$ cat src/rtl/text_sprite_fetch_sched_pkg.sv
// Shared types and defaults for the text-sprite scanline fetch scheduler.
// Holds the sequencer state encoding and the font-range helper.
package text_sprite_pkg;

  typedef enum logic [2:0] {
    ST_IDLE       = 3'd0,
    ST_MSG_ISSUE  = 3'd1,
    ST_MSG_DRAIN  = 3'd2,
    ST_FONT_ISSUE = 3'd3,
    ST_FONT_DRAIN = 3'd4
  } state_e;

  localparam int SPR_CNT_DEF  = 32'd8;
  localparam int MSGS_DEF     = 32'd32;
  localparam int MSG_LEN_DEF  = 32'd16;
  localparam int FONT_H_DEF   = 32'd8;
  localparam int GLYPHS_DEF   = 32'd64;
  localparam int CP_START_DEF = 32'h20;
  localparam int CP_W_DEF     = 32'd7;
  localparam int PAUSE_DEF    = 32'd80;
  localparam int ROM_LAT_DEF  = 32'd1;

  localparam int GREET_AW_DEF = $clog2(MSGS_DEF * MSG_LEN_DEF);
  localparam int FONT_AW_DEF  = $clog2(GLYPHS_DEF * FONT_H_DEF);

  // A code point maps to a glyph only inside [first, first+count).
  function automatic logic cp_in_font(input int cp, input int first, input int count);
    return (cp >= first) && (cp < first + count);
  endfunction

endpackage

$ cat src/rtl/text_sprite_fetch_sched_if.sv
// ROM/DMA bus between the fetch scheduler, the two ROMs and the sprite array.
interface text_sprite_fetch_sched_if
  import text_sprite_pkg::*;
#(
  parameter int SPR_CNT = SPR_CNT_DEF,
  parameter int MSGS    = MSGS_DEF,
  parameter int MSG_LEN = MSG_LEN_DEF,
  parameter int FONT_H  = FONT_H_DEF,
  parameter int GLYPHS  = GLYPHS_DEF,
  parameter int CP_W    = CP_W_DEF
);
  localparam int GA_W = $clog2(MSGS * MSG_LEN);
  localparam int FA_W = $clog2(GLYPHS * FONT_H);

  logic [GA_W-1:0]    greet_rom_addr;
  logic [CP_W-1:0]    greet_rom_data;
  logic [FA_W-1:0]    font_rom_addr;
  logic [SPR_CNT-1:0] dma_avail;

  modport master (
    output greet_rom_addr,
    output font_rom_addr,
    output dma_avail,
    input  greet_rom_data
  );

  modport slave (
    input  greet_rom_addr,
    input  font_rom_addr,
    input  dma_avail,
    output greet_rom_data
  );
endinterface

$ cat src/rtl/text_sprite_fetch_sched_greeting_sel.sv
// Greeting selector: counts frame pulses and steps to the next message
// every PAUSE frames, wrapping after the last message.
module greeting_sel
  import text_sprite_pkg::*;
#(
  parameter int MSGS  = MSGS_DEF,
  parameter int PAUSE = PAUSE_DEF
) (
  input  logic                    clk_pix,
  input  logic                    rst_pix_n,
  input  logic                    frame,
  output logic [$clog2(MSGS)-1:0] greeting
);
  localparam int GW = $clog2(MSGS);
  localparam int FW = (PAUSE > 1) ? $clog2(PAUSE) : 1;
  localparam logic [FW-1:0] FRM_LAST   = FW'(PAUSE - 1);
  localparam logic [GW-1:0] GREET_LAST = GW'(MSGS - 1);

  logic [FW-1:0] frm_cnt_r;
  logic [GW-1:0] greeting_r;

  // Frame counter and message index advance.
  always_ff @(posedge clk_pix or negedge rst_pix_n) begin
    if (!rst_pix_n) begin
      frm_cnt_r  <= '0;
      greeting_r <= '0;
    end else if (frame) begin
      if (frm_cnt_r == FRM_LAST) begin
        frm_cnt_r  <= '0;
        greeting_r <= (greeting_r == GREET_LAST) ? '0 : greeting_r + GW'(1'b1);
      end else begin
        frm_cnt_r <= frm_cnt_r + FW'(1'b1);
      end
    end
  end

  assign greeting = greeting_r;

endmodule

$ cat src/rtl/text_sprite_fetch_sched.sv
// Per-scanline DMA scheduler: fetches one row of code points from the greeting
// ROM, then one glyph line per sprite slot from the font ROM.
module text_sprite_fetch_sched
  import text_sprite_pkg::*;
#(
  parameter int SPR_CNT  = SPR_CNT_DEF,
  parameter int MSGS     = MSGS_DEF,
  parameter int MSG_LEN  = MSG_LEN_DEF,
  parameter int FONT_H   = FONT_H_DEF,
  parameter int GLYPHS   = GLYPHS_DEF,
  parameter int CP_START = CP_START_DEF,
  parameter int CP_W     = CP_W_DEF,
  parameter int PAUSE    = PAUSE_DEF,
  parameter int ROM_LAT  = ROM_LAT_DEF
) (
  input  logic                               clk_pix,
  input  logic                               rst_pix_n,
  input  logic                               frame,
  input  logic                               start,
  input  logic                               row,
  input  logic [SPR_CNT*$clog2(FONT_H)-1:0]  glyph_line,
  text_sprite_fetch_sched_if.master          bus,
  output logic                               busy,
  output logic                               done,
  output logic [$clog2(MSGS)-1:0]            greeting,
  output logic                               overrun,
  output logic                               bad_cp
);
  localparam int LW   = $clog2(FONT_H);
  localparam int GA_W = $clog2(MSGS * MSG_LEN);
  localparam int FA_W = $clog2(GLYPHS * FONT_H);
  localparam int GI_W = $clog2(GLYPHS);
  localparam int GW   = $clog2(MSGS);
  localparam int IW   = (SPR_CNT > 1) ? $clog2(SPR_CNT) : 1;

  // Cycle numbers relative to the accept edge (cycle 1 follows it).
  localparam int FIRST_CYC  = 32'd1;
  localparam int MSG_END    = SPR_CNT;
  localparam int CAP_FIRST  = 32'd1 + ROM_LAT;
  localparam int CAP_END    = SPR_CNT + ROM_LAT;
  localparam int FONT_FIRST = SPR_CNT + ROM_LAT + 32'd1;
  localparam int FONT_END   = 2 * SPR_CNT + ROM_LAT;
  localparam int DMA_FIRST  = SPR_CNT + 2 * ROM_LAT + 32'd1;
  localparam int BUSY_END   = 2 * SPR_CNT + 2 * ROM_LAT;
  localparam int LAST_CYC   = BUSY_END + 32'd1;
  localparam int CW         = $clog2(LAST_CYC + 1);

  localparam logic [SPR_CNT-1:0] SLOT0 = SPR_CNT'(1'b1);

  state_e                   state_r;
  logic [CW-1:0]            cyc_r;
  logic [CW-1:0]            cyc_nxt_s;
  logic                     accept_s;
  int                       n_i;
  int                       c_i;

  logic [GA_W-1:0]          base_r;
  logic [GA_W-1:0]          base_live_s;
  logic [GA_W-1:0]          gbase_s;
  logic [GA_W-1:0]          gaddr_s;
  logic [SPR_CNT*LW-1:0]    gl_r;
  logic [CP_W-1:0]          cp_r [SPR_CNT];

  logic                     gissue_s;
  logic                     fissue_s;
  logic                     dma_s;
  logic                     cap_s;
  logic [IW-1:0]            gj_s;
  logic [IW-1:0]            fj_s;
  logic [IW-1:0]            dj_s;
  logic [IW-1:0]            cj_s;
  logic [CP_W-1:0]          fcp_s;
  logic                     fin_s;
  logic [GI_W-1:0]          fgidx_s;
  logic [FA_W-1:0]          faddr_s;

  logic [GA_W-1:0]          greet_addr_r;
  logic [FA_W-1:0]          font_addr_r;
  logic [SPR_CNT-1:0]       dma_r;
  logic                     busy_r;
  logic                     done_r;
  logic                     overrun_r;
  logic                     bad_cp_r;
  logic [GW-1:0]            greeting_s;

  greeting_sel #(
    .MSGS  (MSGS),
    .PAUSE (PAUSE)
  ) u_greeting_sel (
    .clk_pix   (clk_pix),
    .rst_pix_n (rst_pix_n),
    .frame     (frame),
    .greeting  (greeting_s)
  );

  // Cycle number the sequencer will be in after the coming edge (0 = idle).
  always_comb begin
    accept_s  = 1'b0;
    cyc_nxt_s = '0;
    if (state_r == ST_IDLE) begin
      accept_s = start;
      if (start) begin
        cyc_nxt_s = CW'(1'b1);
      end else begin
        cyc_nxt_s = '0;
      end
    end else begin
      cyc_nxt_s = cyc_r + CW'(1'b1);
    end
  end

  assign n_i = int'(cyc_nxt_s);
  assign c_i = int'(cyc_r);

  // Decode of the next cycle's issue slots and this cycle's capture slot.
  always_comb begin
    gissue_s = (n_i >= FIRST_CYC) && (n_i <= MSG_END);
    fissue_s = (n_i >= FONT_FIRST) && (n_i <= FONT_END);
    dma_s    = (n_i >= DMA_FIRST) && (n_i <= BUSY_END);
    cap_s    = (state_r != ST_IDLE) && (c_i >= CAP_FIRST) && (c_i <= CAP_END);
    gj_s     = IW'(n_i - FIRST_CYC);
    fj_s     = IW'(n_i - FONT_FIRST);
    dj_s     = IW'(n_i - DMA_FIRST);
    cj_s     = IW'(c_i - CAP_FIRST);

    // The first address is issued on the accept edge, before base_r is loaded.
    base_live_s = GA_W'(greeting_s) * GA_W'(MSG_LEN) + (row ? GA_W'(SPR_CNT) : '0);
    gbase_s     = (state_r == ST_IDLE) ? base_live_s : base_r;
    gaddr_s     = gbase_s + GA_W'(gj_s);

    fcp_s   = cp_r[fj_s];
    fin_s   = cp_in_font(int'(fcp_s), CP_START, GLYPHS);
    fgidx_s = fin_s ? GI_W'(int'(fcp_s) - CP_START) : '0;
    faddr_s = FA_W'(fgidx_s) * FA_W'(FONT_H) + FA_W'(gl_r[fj_s*LW +: LW]);
  end

  // Sequencer FSM, per-sequence snapshots and all registered outputs.
  always_ff @(posedge clk_pix or negedge rst_pix_n) begin
    if (!rst_pix_n) begin
      state_r      <= ST_IDLE;
      cyc_r        <= '0;
      base_r       <= '0;
      gl_r         <= '0;
      for (int i = 0; i < SPR_CNT; i++) begin
        cp_r[i] <= '0;
      end
      greet_addr_r <= '0;
      font_addr_r  <= '0;
      dma_r        <= '0;
      busy_r       <= 1'b0;
      done_r       <= 1'b0;
      overrun_r    <= 1'b0;
      bad_cp_r     <= 1'b0;
    end else begin
      cyc_r        <= cyc_nxt_s;
      greet_addr_r <= gissue_s ? gaddr_s : '0;
      font_addr_r  <= fissue_s ? faddr_s : '0;
      dma_r        <= dma_s ? (SLOT0 << dj_s) : '0;
      busy_r       <= (n_i >= FIRST_CYC) && (n_i <= BUSY_END);
      done_r       <= (n_i == LAST_CYC);

      if (cap_s) begin
        cp_r[cj_s] <= bus.greet_rom_data;
      end
      if (start && (state_r != ST_IDLE)) begin
        overrun_r <= 1'b1;
      end
      if (fissue_s && !fin_s) begin
        bad_cp_r <= 1'b1;
      end

      case (state_r)
        ST_IDLE: begin
          if (accept_s) begin
            state_r <= ST_MSG_ISSUE;
            base_r  <= base_live_s;
            gl_r    <= glyph_line;
          end
        end
        ST_MSG_ISSUE: begin
          if (n_i == MSG_END + 1) begin
            state_r <= ST_MSG_DRAIN;
          end
        end
        ST_MSG_DRAIN: begin
          if (n_i == FONT_FIRST) begin
            state_r <= ST_FONT_ISSUE;
          end
        end
        ST_FONT_ISSUE: begin
          if (n_i == FONT_END + 1) begin
            state_r <= ST_FONT_DRAIN;
          end
        end
        ST_FONT_DRAIN: begin
          if (n_i == LAST_CYC) begin
            state_r <= ST_IDLE;
          end
        end
        default: begin
          state_r <= ST_IDLE;
        end
      endcase
    end
  end

  assign bus.greet_rom_addr = greet_addr_r;
  assign bus.font_rom_addr  = font_addr_r;
  assign bus.dma_avail      = dma_r;
  assign busy               = busy_r;
  assign done               = done_r;
  assign greeting           = greeting_s;
  assign overrun            = overrun_r;
  assign bad_cp             = bad_cp_r;

endmodule

$ cat src/flat_wrapper.sv
// flat-port wrapper written by rule: the top's interface ports become plain ports
module text_sprite_fetch_sched_flat import text_sprite_pkg::*;
#(
  parameter int SPR_CNT  = SPR_CNT_DEF,
  parameter int MSGS     = MSGS_DEF,
  parameter int MSG_LEN  = MSG_LEN_DEF,
  parameter int FONT_H   = FONT_H_DEF,
  parameter int GLYPHS   = GLYPHS_DEF,
  parameter int CP_START = CP_START_DEF,
  parameter int CP_W     = CP_W_DEF,
  parameter int PAUSE    = PAUSE_DEF,
  parameter int ROM_LAT  = ROM_LAT_DEF
)
  (clk_pix, rst_pix_n, frame, start, row, glyph_line, busy, done, greeting, overrun, bad_cp, bus_greet_rom_addr, bus_font_rom_addr, bus_dma_avail, bus_greet_rom_data);
  text_sprite_fetch_sched_if #(.SPR_CNT(SPR_CNT), .MSGS(MSGS), .MSG_LEN(MSG_LEN), .FONT_H(FONT_H), .GLYPHS(GLYPHS), .CP_W(CP_W)) bus_i ();
  input  logic clk_pix;
  input  logic rst_pix_n;
  input  logic frame;
  input  logic start;
  input  logic row;
  input  logic [SPR_CNT*$clog2(FONT_H)-1:0] glyph_line;
  output logic busy;
  output logic done;
  output logic [$clog2(MSGS)-1:0] greeting;
  output logic overrun;
  output logic bad_cp;
  output wire logic [$bits(bus_i.greet_rom_addr)-1:0] bus_greet_rom_addr;
  output wire logic [$bits(bus_i.font_rom_addr)-1:0] bus_font_rom_addr;
  output wire logic [$bits(bus_i.dma_avail)-1:0] bus_dma_avail;
  input wire logic [$bits(bus_i.greet_rom_data)-1:0] bus_greet_rom_data;
  assign bus_greet_rom_addr = bus_i.greet_rom_addr;
  assign bus_font_rom_addr = bus_i.font_rom_addr;
  assign bus_dma_avail = bus_i.dma_avail;
  assign bus_i.greet_rom_data = bus_greet_rom_data;
  text_sprite_fetch_sched #(.SPR_CNT(SPR_CNT), .MSGS(MSGS), .MSG_LEN(MSG_LEN), .FONT_H(FONT_H), .GLYPHS(GLYPHS), .CP_START(CP_START), .CP_W(CP_W), .PAUSE(PAUSE), .ROM_LAT(ROM_LAT)) u_core (.clk_pix(clk_pix), .rst_pix_n(rst_pix_n), .frame(frame), .start(start), .row(row), .glyph_line(glyph_line), .bus(bus_i), .busy(busy), .done(done), .greeting(greeting), .overrun(overrun), .bad_cp(bad_cp));
endmodule
$ cat config.mk
export PLATFORM = sky130hd
export DESIGN_NAME = text_sprite_fetch_sched_flat
export DESIGN_NICKNAME = d
export VERILOG_FILES = /design/src/rtl/text_sprite_fetch_sched_pkg.sv /design/src/rtl/text_sprite_fetch_sched_if.sv /design/src/rtl/text_sprite_fetch_sched_greeting_sel.sv /design/src/rtl/text_sprite_fetch_sched.sv /design/src/flat_wrapper.sv
export SDC_FILE = /design/constraint.sdc
export NUM_CORES = 1
export LEC_CHECK = 0
export CELL_PAD_IN_SITES_DETAIL_PLACEMENT = 1
export CELL_PAD_IN_SITES_GLOBAL_PLACEMENT = 2
export CORE_ASPECT_RATIO = 1.4
export CORE_UTILIZATION = 39
export DETAILED_ROUTE_END_ITERATION = 10
export PLACE_DENSITY_LB_ADDON = 0.1
export SLEW_MARGIN = 5
export SYNTH_ARGS = -nofsm -noshare
export SYNTH_HDL_FRONTEND = slang
export SYNTH_HIERARCHICAL = 1
export SYNTH_SLANG_ARGS = --single-unit
export TNS_END_PERCENT = 30
$ cat constraint.sdc
create_clock -name clk_pix -period 4.3 [get_ports clk_pix]
set_input_delay 0.43 -clock clk_pix [delete_from_list [all_inputs] [get_ports clk_pix]]
set_output_delay 0.43 -clock clk_pix [all_outputs]
set_load 0.02 [all_outputs]
==> flow_metrics.tcl, run 1 <==
set metrics [dict create \
    timing.final.crit_share 0.8344 \
    hold_buffers 0 \
    synth_area_sq_um 6411 \
    vdd_drop_max_v 0.0004186 \
    avgSynthCellArea_sq_um 12.90 \
    crit_path_frequent_cell "ha_1" \
    worstSetupPathType "reg2reg" \
    fmax_mhz 278.7 \
    port_buffers 70 \
    wl_um 15210 \
    grt_pass1_wl_um 24860 \
    numCtsBuffers 17 \
    crit_fanout 11 \
    avgViaCountPerCell 5.413 \
    chipHeight_um 153.7 \
    fp.coreArea_sq_um 16100 \
    wl_per_cell_um 19.56 \
    place_area_sq_um 7291 \
    worstPathCellList "ha_1, xnor2_1, or2_2, ha_1, mux4_2, and3_1, o22ai_1, nor2_1" \
    max_cap_violations 0 \
    rsz0062_at_grt "no" \
    power.leakage_uw 0.003458 \
    reg2reg_to "u_core/bus.font_rom_addr[7]" \
    antenna_found_initial 0 \
    ys_warn_count 6 \
    grt_max_degree 107 \
    worstSetupEndpointType "flop" \
    power.density_nw_per_um2 842.8 \
    r2r-start "u_core/cyc_r[1]" \
    setup_viol 0 \
    start_kind "flop" \
    fin_skew_ps 7.167 \
    grt_overflow 0 \
    critical_path.max_stage_delay_ps 740 \
    crit_path_end "u_core/bus.font_rom_addr[7]" \
    dr.pass1.iters 4 \
    layout-drive-gt1-share 0.2539 \
    slew_headroom 0.3366 \
    synth_area_leaders "dfrtp_1 53%, mux2_2 16%, mux2i_1 5.5%" \
    grtUsageMet2 0.3369 \
    synth_nets 550 \
    cts_tree "done" \
    holdCritPathClass "in2async" \
    yosysTopAreaCell "dfrtp_1" \
    finalSetupTns_ps 0 \
    clkLatencyLatePin_ps 420 \
    dominantRegCellSynth "dfrtp_1" \
    grtUsageTotal 0.1975 \
    drc 0 \
    fill_cells 1689 \
    cp_data_required_time_ps 4570 \
    slew_viol_final 0 \
    hold_viol 0 \
    place_congestion 0.7577 \
    die-area_sq_um 16960 \
    root_buffer "clkbuf_16" \
    synthDistinctLibCells 54 \
    postCtsSetupBuffers 0 \
    grt_util_met3 0.04281 \
    synth_top_area_share 0.5308 \
    fin_hold_ws_ps 134.0 \
    dp_hpwl_um 10120 \
    synth_most_common_cell "dfrtp_1" \
    antenna_cells 0 \
    fin_crit_ps 3588 \
    status "complete, no violations" \
    area_delta_synth_final_pct 22.56 \
    clockBufferDepth 2 \
    drt_iter0_drc 102 \
    clkTransAtPathRegs_ps 50 \
    globalRouteMet1Util 0.2451 \
    fp-row-count 55 \
    cts_sinks 136 \
    post_cts_resize_count 0 \
    crit_path_start "u_core/cyc_r[1]" \
    synth_edf_count 0 \
    netlist_instances 497 \
    r2r_cells 8 \
    ys_top_cells_by_count "136 x dfrtp_1, 89 x mux2_2, 35 x mux2i_1, 29 x nand2_1, 22 x nor2_1" \
    nets 621 \
    crit_arrival_ps 3860 \
    final_cell_area_sq_um 7858 \
    reg2reg_slack_ps 710 \
    dieWidth_um 110.4 \
    grt_pass1_vias 4689 \
    synth-seq-cells 136 \
    slowest_stage "ha_1" \
    synth-async-reset-ratio 1.000 \
    start_util 0.3981 \
    antenna_left 0 \
    vias 4211 \
    worst_pin_slew_ps 995.1 \
    p_total_uw 6622 \
    ys_seq_area_frac 0.5308 \
    grt.busiest_layer "met2" \
    h-tree-depth 4 \
    ioPinCount 71 \
]
-- kinds of logic after synthesis --
kind of cell | share of synthesized area
xor+xnor | 0.009563
compound gates | 0.06128
fa+ha+maj | 0.03318
simple gates | 0.08431
flops | 0.5308
buf+inv | 0.02888
mux | 0.2520
-- flip-flops by register name, indices dropped and copies added, names as in the netlist --
| name | cells |
|---|---|
| u_core/u_greeting_sel/greeting | 5 |
| u_core/gl_r | 24 |
| u_core/bus.font_rom_addr | 9 |
| u_core/done | 1 |
| u_core/bus.dma_avail | 8 |
| u_core/cp_r | 56 |
| u_core/base_r | 6 |
| u_core/overrun | 1 |
| u_core/u_greeting_sel/frm_cnt_r | 7 |
| u_core/bad_cp | 1 |
| u_core/busy | 1 |
| u_core/cyc_r | 5 |
| u_core/state_r | 3 |
| u_core/bus.greet_rom_addr | 9 |
-- per-layer routing --
| layer | share of wire | vias to the layer above |
|---|---|---|
| met4 | 0.014 | 0 |
| met3 | 0.032 | 17 |
| met2 | 0.53 | 67 |
| met5 | 0 | - |
| li1 | - | 1924 |
| met1 | 0.43 | 2203 |
-- layout make-up --
| type | instances | area (sq um) | area share |
|---|---|---|---|
| sequential | 136 | 3403 | 0.4331 |
| multi-input combinational | 322 | 2829 | 0.3600 |
| timing repair buffer | 77 | 754.5 | 0.09602 |
| clock buffer | 23 | 498.0 | 0.06338 |
| tap | 199 | 249.0 | 0.03169 |
| clock inverter | 7 | 68.82 | 0.008758 |
| inverter | 14 | 55.05 | 0.007006 |
-- power breakdown --
part	switching (uW)	internal (uW)	total, uW
clock network	526	863	1390
registers	344	1820	2170
logic	1560	1510	3060
total	2430	4190	6620
-- placed cells by master, fill, tap and decap left out, types with 5 or more instances in the layout --
cell type | netlist | routed
mux4_2 | 11 | 11
xnor2_1 | 5 | 5
and3_1 | 10 | 10
o211ai_1 | 6 | 6
o21ai_0 | 11 | 11
nor2_1 | 22 | 22
a21oi_1 | 16 | 16
ha_1 | 17 | 17
nand2_1 | 29 | 29
mux2_2 | 89 | 89
clkbuf_16 | 0 | 17
dfrtp_1 | 136 | 136
buf_4 | 0 | 7
nand3_1 | 5 | 5
mux2i_1 | 35 | 35
clkdlybuf4s50_1 | 0 | 69
clkbuf_8 | 0 | 5
inv_1 | 13 | 13
or3_1 | 5 | 5
-- critical path, delay by kind of cell (launching register included) --
family | cells | cell delay (ps)
xor gates and xnor gates | 1 | 200
muxes | 1 | 420
AOI/OAI and AO/OA | 1 | 490
adders and majority gates | 2 | 1080
and+or+nand+nor | 3 | 690
DFF | 1 | 550
-- metrics by stage --
stage / setup slack [ps] / std cells / util
after global placement: 792.9 / 748 / 0.4528
after global routing: 520.0 / 778 / 0.4880
after floorplan: 1140 / 497 / -
after CTS: 653.0 / 778 / 0.4880
final: 712.3 / 778 / 0.4880
after detailed placement: 675.6 / 748 / 0.4528
-- worst min path at each step --
| stage | slack [ps] | endpoint | cells past startpoint |
|---|---|---|---|
| after floorplan | 130 | u_core/bad_cp | 0 |
| after global placement | 440 | u_core/overrun | 1 |
| after detailed placement | 470 | u_core/overrun | 1 |
| after CTS | 190 | u_core/cp_r[46] | 1 |
| after global routing | 210 | u_core/cp_r[11] | 1 |
| final | 130 | u_core/cp_r[46] | 1 |
No activity file was read; power rests on OpenSTA's default activity.
==> run 2: changes to the inputs <==
==> constraint.sdc (replaced) <==
create_clock -name clk_pix -period 3.5 [get_ports clk_pix]
set_input_delay 0.35 -clock clk_pix [delete_from_list [all_inputs] [get_ports clk_pix]]
set_output_delay 0.35 -clock clk_pix [all_outputs]
set_load 0.02 [all_outputs]
==> run 2 against run 1 <==
  * Clock-buffer cell count grew 2
  * Clock power is 33% higher
  * Hold slack got worse by 60 ps
  * Setup slack worse by 380 ps
  * Clock skew is 0.81 ps higher
  * Sequential share of layout area down 0.46 points
  * Critical path depth is the same
  * Wire length decreased by 0.79%
  * Highest routed layer unchanged
==> flow_metrics.tcl, run 2 (same netlist as run 1, synthesis figures left out) <==
set metrics [dict create \
    cts_sinks 136 \
    grt_pass1_vias 4724 \
    p_total_uw 8314 \
    area_delta_synth_final_pct 23.87 \
    mostFrequentLayoutCell "dfrtp_1" \
    status "complete, no violations" \
    regMostFlops "u_core/cp_r" \
    root_buffer "clkbuf_16" \
    dr.pass1.iters 5 \
    p_clk_frac 0.222 \
    hold_viol 0 \
    hold_buffers 0 \
    antenna_cells 0 \
    dieWidth_um 110.4 \
    ioPinCount 71 \
    port_buffers 70 \
    timing.final.crit_share 0.9054 \
    drc 0 \
    antenna_found_initial 0 \
    largest_reg_flops 56 \
    post_cts_resize_count 0 \
    fp-row-count 55 \
    cts_tree "done" \
    place_area_sq_um 7322 \
    avgViaCountPerCell 5.363 \
    slew_viol_final 0 \
    sw_frac_of_total 0.3558 \
    slew_headroom 0.3319 \
    p_sw_uw 2958 \
    grt_overflow 0 \
    grt_max_degree 109 \
    chipHeight_um 153.7 \
    start_kind "flop" \
    p_int_uw 5356 \
    finalSetupTns_ps 0 \
    vias 4210 \
    grtUsageTotal 0.1978 \
    antenna_left 0 \
    place_congestion 0.7617 \
    drt_iter0_drc 129 \
    wl_per_cell_um 19.23 \
    wl_um 15090 \
    crit_fanout 11 \
    max_cap_violations 0 \
    die-area_sq_um 16960 \
    worstSetupPathType "reg2reg" \
    dp_hpwl_um 10350 \
    clkTransAtPathRegs_ps 50 \
    combPwrFrac 0.459 \
    fill_cells 1661 \
    crit_arrival_ps 3430 \
    multi_input_area_sq_um 2823 \
    setup_viol 0 \
    worstSetupEndpointType "flop" \
    fmax_mhz 315.6 \
    final_cell_area_sq_um 7941 \
    reg_top3 "u_core/cp_r x56, u_core/gl_r x24" \
    start_util 0.3981 \
    clockBufferDepth 2 \
    worst_pin_slew_ps 1002 \
    h-tree-depth 4 \
    layout-drive-gt1-share 0.2577 \
    final_cell_mix "136 x dfrtp_1, 89 x mux2_2, 69 x clkdlybuf4s50_1" \
    fin_skew_ps 7.972 \
    nets 626 \
    fin_crit_ps 3169 \
    regArea_sq_um 3403 \
    rsz0062_at_grt "no" \
    power.density_nw_per_um2 1047 \
    numCtsBuffers 17 \
    fp.coreArea_sq_um 16100 \
    cp_data_required_time_ps 3770 \
    seqPwrFrac 0.319 \
    vdd_drop_max_v 0.0004409 \
    power.leakage_uw 0.003511 \
    clkLatencyLatePin_ps 410 \
    postCtsSetupBuffers 0 \
    holdCritPathClass "in2async" \
    grt_pass1_wl_um 24960 \
]
## run 2: cell count changes in the layout (fill, tap and decap cells not counted)
cell	delta
buf_4	+5
bufinv_16	+2
clkbuf_1	+2
clkinvlp_4	-2
nor4bb_1	+1
nor4bb_2	-1
## run 2: power groups by stage
stage / clock (uW) / combinational (uW) / sequential [uW]
6_report: 1850 / 3820 / 2650
5_1_grt: 1970 / 4190 / 2740
4_1_cts: 1910 / 3900 / 2650
3_5_place_dp: 0 / 3860 / 2680
3_3_place_gp: 0 / 3790 / 2640
2_1_floorplan: 0 / 2780 / 2620
## run 2: stage by stage
step	setup WS [ps]	instances	hold slack, ps	utilization
floorplan	340.0	497	54.41	-
finish	331.2	785	74.30	0.4932
CTS	288.5	785	122.5	0.4932
global placement	463.7	753	442.0	0.4547
global route	153.5	785	145.9	0.4932
detailed placement	347.8	753	454.6	0.4547
## run 2: final timing paths
check / startpoint / endpoint / slack, ps / cells past startpoint
max in group asynchronous: rst_pix_n / u_core/gl_r[14] / 2540 / 2
hold / removal: rst_pix_n / u_core/cp_r[53] / 70 / 1
min in group clk_pix: u_core/overrun / u_core/overrun / 460 / 1
hold reg to reg: u_core/overrun / u_core/overrun / 460 / 1
setup reg to reg: u_core/cyc_r[1] / u_core/bus.font_rom_addr[4] / 330 / 8
setup / recovery: u_core/cyc_r[1] / u_core/bus.font_rom_addr[4] / 330 / 8
## run 2: worst max-delay path, stage by stage (launching register included)
cell and delay [ps]:
dfrtp_1 490, ha_1 320, xnor2_1 260, or2_2 400, ha_1 500, mux4_2 360
and3_1 170, o22ai_1 400, nor2_1 120
## run 2: final cells by class
cell class | count | area share
clock buffer | 25 | 0.06365
multi-input combinational | 322 | 0.3554
timing repair buffer | 82 | 0.09973
tap | 199 | 0.03135
clock inverter | 7 | 0.01434
inverter | 14 | 0.006932
sequential | 136 | 0.4285
## run 2: routing by layer
layer / up-vias / share of wire / track usage
met5: - / 0 / 0
met4: 0 / 0.018 / 0.06767
met3: 15 / 0.027 / 0.04324
met2: 71 / 0.54 / 0.3387
met1: 2188 / 0.41 / 0.2424
li1: 1936 / - / -
==> run 3: changes to the inputs <==
--- a/config.mk
+++ b/config.mk
@@ -10,7 +10,8 @@
 export CORE_ASPECT_RATIO = 1.4
 export CORE_UTILIZATION = 39
 export DETAILED_ROUTE_END_ITERATION = 10
-export PLACE_DENSITY_LB_ADDON = 0.1
+export PLACE_DENSITY = 0.83
+export SETUP_SLACK_MARGIN = 0.4
 export SLEW_MARGIN = 5
 export SYNTH_ARGS = -nofsm -noshare
 export SYNTH_HDL_FRONTEND = slang
==> run 3 against run 2 <==
  * Register-to-register slack gained 220 ps
  * Final cell count shrank 0.51%
  * Clock skew is essentially flat
  * Highest routed layer unchanged
  * Clock power shrank 4%
  * Wire length grew 2.0%
  * Flip-flop and latch count is the same
==> flow_metrics.tcl, run 3 (same netlist as run 1, synthesis figures left out) <==
set metrics [dict create \
    holdCritPathClass "in2async" \
    clkTransAtPathRegs_ps 60 \
    cts_tree "done" \
    die-area_sq_um 16960 \
    antenna_cells 0 \
    max_cap_violations 0 \
    dp_slack_ps 248.2 \
    fmax_mhz 338.9 \
    slew_viol_final 0 \
    setup_viol 0 \
    mostFrequentLayoutCell "dfrtp_1" \
    place_congestion 0.8602 \
    drc 0 \
    slowest_stage "nor3_2" \
    grtUsageTotal 0.1962 \
    port_buffers 70 \
    status "complete, no violations" \
    avgViaCountPerCell 5.411 \
    worstPathCellList "nor3_2, o21ai_4, inv_4, ha_1, and3b_1, o21ai_0, o21ai_0, mux2_2, nor2_1" \
    nets 624 \
    vdd_drop_max_v 0.0005590 \
    largest_reg_flops 56 \
    layout-drive-gt1-share 0.2646 \
    area_delta_synth_final_pct 23.48 \
    worst_pin_slew_ps 933.1 \
    ioPinCount 71 \
    crit_path_frequent_cell "o21ai_0" \
    wl_per_cell_um 19.72 \
    vias 4226 \
    start_kind "flop" \
    chipHeight_um 153.7 \
    grt_overflow 0 \
    rsz0062_at_grt "yes" \
    root_buffer "clkbuf_16" \
    dp.cells 751 \
    numCtsBuffers 17 \
    clockBufferDepth 2 \
    antenna_found_initial 0 \
    final_cell_mix "135 x dfrtp_1, 89 x mux2_2, 69 x clkdlybuf4s50_1" \
    timing.final.crit_share 0.8430 \
    start_util 0.3981 \
    cp_data_required_time_ps 3840 \
    clkLatencyLatePin_ps 420 \
    fill_cells 1658 \
    grt_max_degree 72 \
    regMostFlops "u_core/cp_r" \
    fp-row-count 55 \
    postCtsSetupBuffers 0 \
    dieWidth_um 110.4 \
    power.leakage_uw 0.003477 \
    grt_pass1_wl_um 24650 \
    hold_viol 0 \
    fp.coreArea_sq_um 16100 \
    h-tree-depth 4 \
    grt_pass1_vias 4547 \
    post_cts_resize_count 1 \
    fin_ws_ps 549.5 \
    dr.pass1.iters 4 \
    antenna_left 0 \
    wl_um 15400 \
    finalSetupTns_ps 0 \
    worstSetupEndpointType "flop" \
    crit_fanout 26 \
    cts_sinks 136 \
    crit_arrival_ps 3290 \
    fin_crit_ps 2951 \
    worstSetupPathType "reg2reg" \
    dp_hpwl_um 10640 \
    drt_iter0_drc 182 \
    power.density_nw_per_um2 1051 \
    fin_cells 781 \
    critical_path.max_stage_delay_ps 670 \
    slew_headroom 0.3780 \
    hold_buffers 0 \
    fin_skew_ps 8.184 \
    reg_top3 "u_core/cp_r x56, u_core/gl_r x24" \
]
[run 3: path summary, 6_finish.rpt]
| path | cells past startpoint | slack (ps) | start | end |
|---|---|---|---|---|
| worst max register to register | 9 | 550 | u_core/state_r[1] | u_core/state_r[0] |
| max in group asynchronous | 2 | 2520 | rst_pix_n | u_core/cyc_r[1] |
| worst max-delay path | 9 | 550 | u_core/state_r[1] | u_core/state_r[0] |
| worst min register to register | 1 | 460 | u_core/overrun | u_core/overrun |
| min in group clk_pix | 1 | 460 | u_core/overrun | u_core/overrun |
| worst min-delay path | 1 | 80 | rst_pix_n | u_core/gl_r[7] |
[run 3: metrics by stage]
step           instance area (sq um)    util  power [uW]  hold slack [ps]
2_1_floorplan                   6416       -        5416            54.41
3_3_place_gp                    7321  0.4546        6360            447.6
3_5_place_dp                    7321  0.4546        6546            454.7
4_1_cts                         7911  0.4913        8403            99.11
5_1_grt                         7916  0.4916        8828            135.1
6_report                        7916  0.4916        8318            82.60
[run 3: area by class of cell]
| type | count | area [sq um] | area share |
|---|---|---|---|
| clock inverters | 12 | 145.1 | 0.01833 |
| flip-flops and latches | 136 | 3405 | 0.4301 |
| clock buffers | 18 | 439.2 | 0.05548 |
| well taps | 199 | 249.0 | 0.03145 |
| inverters | 14 | 55.05 | 0.006954 |
| multi-input cells | 322 | 2838 | 0.3585 |
| repair buffers | 80 | 785.8 | 0.09926 |
[run 3: report_power, final]
group | switching [uW] | total (uW) | internal [uW]
registers | 416 | 2660 | 2240
logic | 1970 | 3890 | 1920
clock network | 696 | 1770 | 1070
[run 3: layer usage]
metal	up-vias	global-route usage	wire, um
met5	-	0	0
met4	0	0.05952	232
met3	16	0.04281	433
met2	79	0.3558	8678
met1	2190	0.2248	6054
li1	1941	-	-
[run 3: worst max-delay path: cells and delay by family, from the launching register on]
family,cells,cell delay [ps]
AND/OR/NAND/NOR,3,910
buffers and inverters,1,370
multiplexers,1,370
flip-flops,1,460
AO/OA/AOI/OAI,3,520
adder cells (fa/ha/maj),1,250
